### src/rtl/ascon_perm_iter.sv
// ascon_perm_iter: Ascon p^a/p^b round controller and 320-bit state register; ASCON_PERM_HOLD_EN adds hold_i to freeze RUN
module ascon_perm_iter #(
  parameter int PB_ROUNDS = 6
) (
  input  logic             clock_i,
  input  logic             reset_i,
  input  logic             start_i,
  input  logic             mode_i,
`ifdef ASCON_PERM_HOLD_EN
  input  logic             hold_i,
`endif
  input  logic [4:0][63:0] state_i,
  input  logic [4:0][63:0] round_state_i,
  output logic [4:0][63:0] state_o,
  output logic [3:0]       round_o,
  output logic             busy_o,
  output logic             done_o
);
  localparam logic [1:0] IDLE = 2'd0;
  localparam logic [1:0] RUN  = 2'd1;
  localparam logic [1:0] DONE = 2'd2;
  localparam logic [3:0] PB_START = 4'(12 - PB_ROUNDS);
  if (PB_ROUNDS < 1 || PB_ROUNDS > 12) begin : g_bad_pb_rounds
    $error("ascon_perm_iter: PB_ROUNDS must be in 1..12");
  end
  logic [1:0]       fsm_q, fsm_d;
  logic [3:0]       rnd_q, rnd_d;
  logic [4:0][63:0] st_q, st_d;
  logic             adv;
`ifdef ASCON_PERM_HOLD_EN
  assign adv = ~hold_i;
`else
  assign adv = 1'b1;
`endif
  always_comb begin
    fsm_d = fsm_q;
    rnd_d = rnd_q;
    st_d  = st_q;
    if (fsm_q == RUN) begin
      if (adv) begin
        st_d  = round_state_i;
        rnd_d = (rnd_q == 4'd11) ? rnd_q : rnd_q + 4'd1;
        fsm_d = (rnd_q == 4'd11) ? DONE : RUN;
      end
    end else if (start_i) begin
      st_d  = state_i;
      rnd_d = mode_i ? PB_START : 4'd0;
      fsm_d = RUN;
    end else begin
      fsm_d = IDLE;
    end
  end
  always_ff @(posedge clock_i) begin
    if (reset_i) begin
      fsm_q <= IDLE;
      rnd_q <= '0;
      st_q  <= '0;
    end else begin
      fsm_q <= fsm_d;
      rnd_q <= rnd_d;
      st_q  <= st_d;
    end
  end
  assign state_o = st_q;
  assign round_o = rnd_q;
  assign busy_o  = (fsm_q == RUN);
  assign done_o  = (fsm_q == DONE);
endmodule

### config.mk
export PLATFORM = sky130hd
export DESIGN_NAME = ascon_perm_iter
export DESIGN_NICKNAME = d
export VERILOG_FILES = /design/src/rtl/ascon_perm_iter.sv
export SDC_FILE = /design/constraint.sdc
export NUM_CORES = 1
export LEC_CHECK = 0
export ABC_AREA = 1
export CAP_MARGIN = 20
export CORE_AREA = 3 3 378 380
export DETAILED_ROUTE_END_ITERATION = 8
export DIE_AREA = 0 0 381 383
export HOLD_SLACK_MARGIN = 0.12
export PLACE_DENSITY = 0.38
export SLEW_MARGIN = 20
export SYNTH_ARGS = -nofsm -noshare
export SYNTH_HDL_FRONTEND = slang
export SYNTH_SLANG_ARGS = --single-unit
### constraint.sdc
create_clock -name clock_i -period 2.7 [get_ports clock_i]
set_input_delay 0.27 -clock clock_i [delete_from_list [all_inputs] [get_ports clock_i]]
set_output_delay 0.27 -clock clock_i [all_outputs]
set_load 0.02 [all_outputs]
==> results.md <==
* Status: finished, final reports clean
* Synth top area cells: dfxtp_1 48%, nand2_1 18%, a31oi_1 15%
* 1st-iter DRT viols at between 1000 and 1500
* Critical path endpoint category: output pin
* Post-placement cell area at ~0.026 mm²
* Clock Tree Root: clkbuf_16
* Crit Path Class: reg -> out
* Core area at ~0.14 mm²
* Post-route ant nets at 0
* # IOs at 970
* Clock-pin slew on the worst setup and hold paths at 0.06 ns
* Final setup violation count at 0
* R2r setup slk at 0.88 ns
* Pre-antenna DRT Iters at 5
* Final period utilization at around 85%
* Net Count, Synth at roughly 2500
* CTS buffer count at between 40 and 50
* Yosys top cell area share at a little under half
* Clk_lat worst skew at ~0.59 ns
* Worst clock skew at ~0.018 ns
* Clk buf depth at 3
* Setup TNS at 0 ns
* Vias/cell at approximately 3.6
* Worst slew margin at 51.0%
* Syn_area_per_cell at roughly 7.5 µm²
* First-pass GRT wire length at ~130000 µm
* Fin util at between 15 and 20%
* Final net count at around 3400
* Die X at about 380 µm
* Period minus WS final at about 2.3 ns
* Final std cells w/o fill at 4648
* GRT Resource Usage Total at 12.3%
* CTS tree: done
* Synth warn at 0
* Worst R2R Path Depth at 5
* Worst hold path class: in -> reg
* Drt total wl at around 96000 µm
* Final Max Tran Viols at 0
* Layout cells sized above 1 at roughly 4.9%
* RSZ-0062 raised after global routing: false
* Mapped cell area at around 0.014 mm²
* Die Area at roughly 0.15 mm²
* CTS resizes at 0
* Buffers & Inverters on Critical Path at 2
* Number of core rows at approximately 140
* Detailed placer's ending HPWL at between 70000 and 80000 µm
* Pin count of the biggest net entering global routing at between 80 and 90
* Dominant cell type by area after synthesis: dfxtp_1
* Vias in the first global route at ~17000
* Maximum VDD drop at about 0.00037 V
* Peak Freq at between 400 and 500 MHz
* Static Leak at ~9.5 nW
* CP arrival at about 2 ns
* Reg-to-Reg Start: fsm_q[0]
* Cells after synthesis at roughly 1800
* Clock Sinks at 326
* GPL Wtd Cong at just under 0.9
* Seq/Total Area, Yosys at ~48%
* Hold Vio Cnt, Final at 0
* Total power at approximately 16 mW
* Hold Crit Depth at 3
* Hold EP: state_o[145]
* Critical path's largest stage delay at just over 0.7 ns
* CP top delay family: buffers and inverters
* Fill cells at about 16000
* CP Cell Sequence: inv_1 > nor2_1 > clkdlybuf4s50_1
* Data required time of the critical path at approximately 2.4 ns
* Overflow after GRT at 0
* CP max stage cell: clkdlybuf4s50_1
* Max cap viols at 0
* Synth-to-layout area growth at 98.6%
* Power per cell area at around 580 mW/mm²
* Die Span Y at between 300 and 400 µm
* Post-CTS Setup Inserts at 0
* CTS Hold Buffers Added at 1
* H-tree depth at 2
* Routed len/inst at around 21 µm
* DRC errors left at 0
* Hold_sp: state_i[145]
* Total number of vias at 16911
* Inst Count DP at roughly 4600
* Initial antenna violation count at 12
* Number of synthesized register bits at 326
* PortBufs at between 900 and 1000
* Fin area at approximately 0.027 mm²
* R2R Path End: state_o[243]
* CP startpoint kind: flip-flop
* Post-synthesis cell type count at 22
* Initial Utilization at 9.77%
* Slew at the pin with the worst max-slew slack at 0.733 ns
* Max FO, Critical Path at 4
## cell usage after synthesis
master    number
nand2_1      650
dfxtp_1      326
a31oi_1      320
o21ai_0      283
buf_2         88
clkbuf_1      61
o21ai_1       39
buf_4         18
buf_6          9
nor2_1         9
inv_1          5
nand3_1        4
inv_2          2
a21oi_1        1
buf_1          1
clkinv_2       1
ha_1           1
nand2_4        1
nand4_1        1
nor3_1         1
o21bai_1       1
xor2_1         1
## final cells by class
cell class | count | area, µm² | area share [%]
timing repair buffer | 1039 | 10500 | 38.8
sequential | 326 | 6530 | 24.1
multi-input combinational | 1312 | 6170 | 22.8
tap | 1876 | 2350 | 8.67
clock buffer | 73 | 1400 | 5.16
clock inverter | 5 | 56.3 | 0.208
inverter | 8 | 45.0 | 0.166
antenna | 9 | 22.5 | 0.0832
## state kept, by name, indices dropped and copies added, names as in the netlist
signal	flops
state_o	320
round_o	4
fsm_q	2
## worst max path at each step
stage                     cells past startpoint     start  slack (ns)            to
after global routing                          3  fsm_q[0]        0.22        busy_o
final                                         3  fsm_q[0]        0.40        busy_o
after floorplan                               7  fsm_q[0]        1.34    round_o[2]
after CTS                                     3  fsm_q[0]        0.28        busy_o
after global placement                        6   reset_i        0.80  state_o[243]
after detailed placement                      6   reset_i        0.76  state_o[146]
## power by group
group	internal, mW	switching (mW)	leakage (nW)
Clock	3.60	2.48	0.707
Combinational	1.97	1.99	6.09
Sequential	5.26	0.280	2.71
## through the flow
| step | setup slack [ns] | hold slack [ns] |
|---|---|---|
| 2_1_floorplan | 1.34 | 0.339 |
| 3_5_place_dp | 0.760 | 0.470 |
| 3_3_place_gp | 0.801 | 0.467 |
| 5_1_grt | 0.216 | 0.192 |
| 6_report | 0.404 | 0.238 |
| 4_1_cts | 0.283 | 0.156 |
## cells in the final DEF, fill, tap and decap left out, types with 16 or more instances in the layout
master | netlist | final
o21ai_1 | 39 | 39
dfxtp_1 | 326 | 326
nand2_1 | 650 | 650
o21ai_0 | 283 | 283
buf_12 | 0 | 22
clkbuf_16 | 0 | 49
a31oi_1 | 320 | 320
buf_4 | 18 | 47
clkdlybuf4s50_1 | 0 | 968
clkbuf_1 | 61 | 16
## cells by family (layout without fill, tap and decap cells)
family,count (synthesis),in the layout,share of synthesized area (%)
compound gates,644,644,26.6
xor+xnor,1,1,0.0643
fa+ha+maj,1,1,0.0918
buf+inv,185,1125,6.90
flops,326,326,47.9
other cells,0,9,0
simple gates,666,666,18.5
## layer usage
metal	global-route usage (%)	share of wire, %
met1	14.3	40
met2	21.1	49
met3	4.53	8.5
met4	3.82	2.6
met5	0	0.038
## worst min-delay path: stages
cell,delay (ns)
clkdlybuf4s50_1,0.40
nand2_1,0.05
a31oi_1,0.06
(Power assumes the default switching activity.)
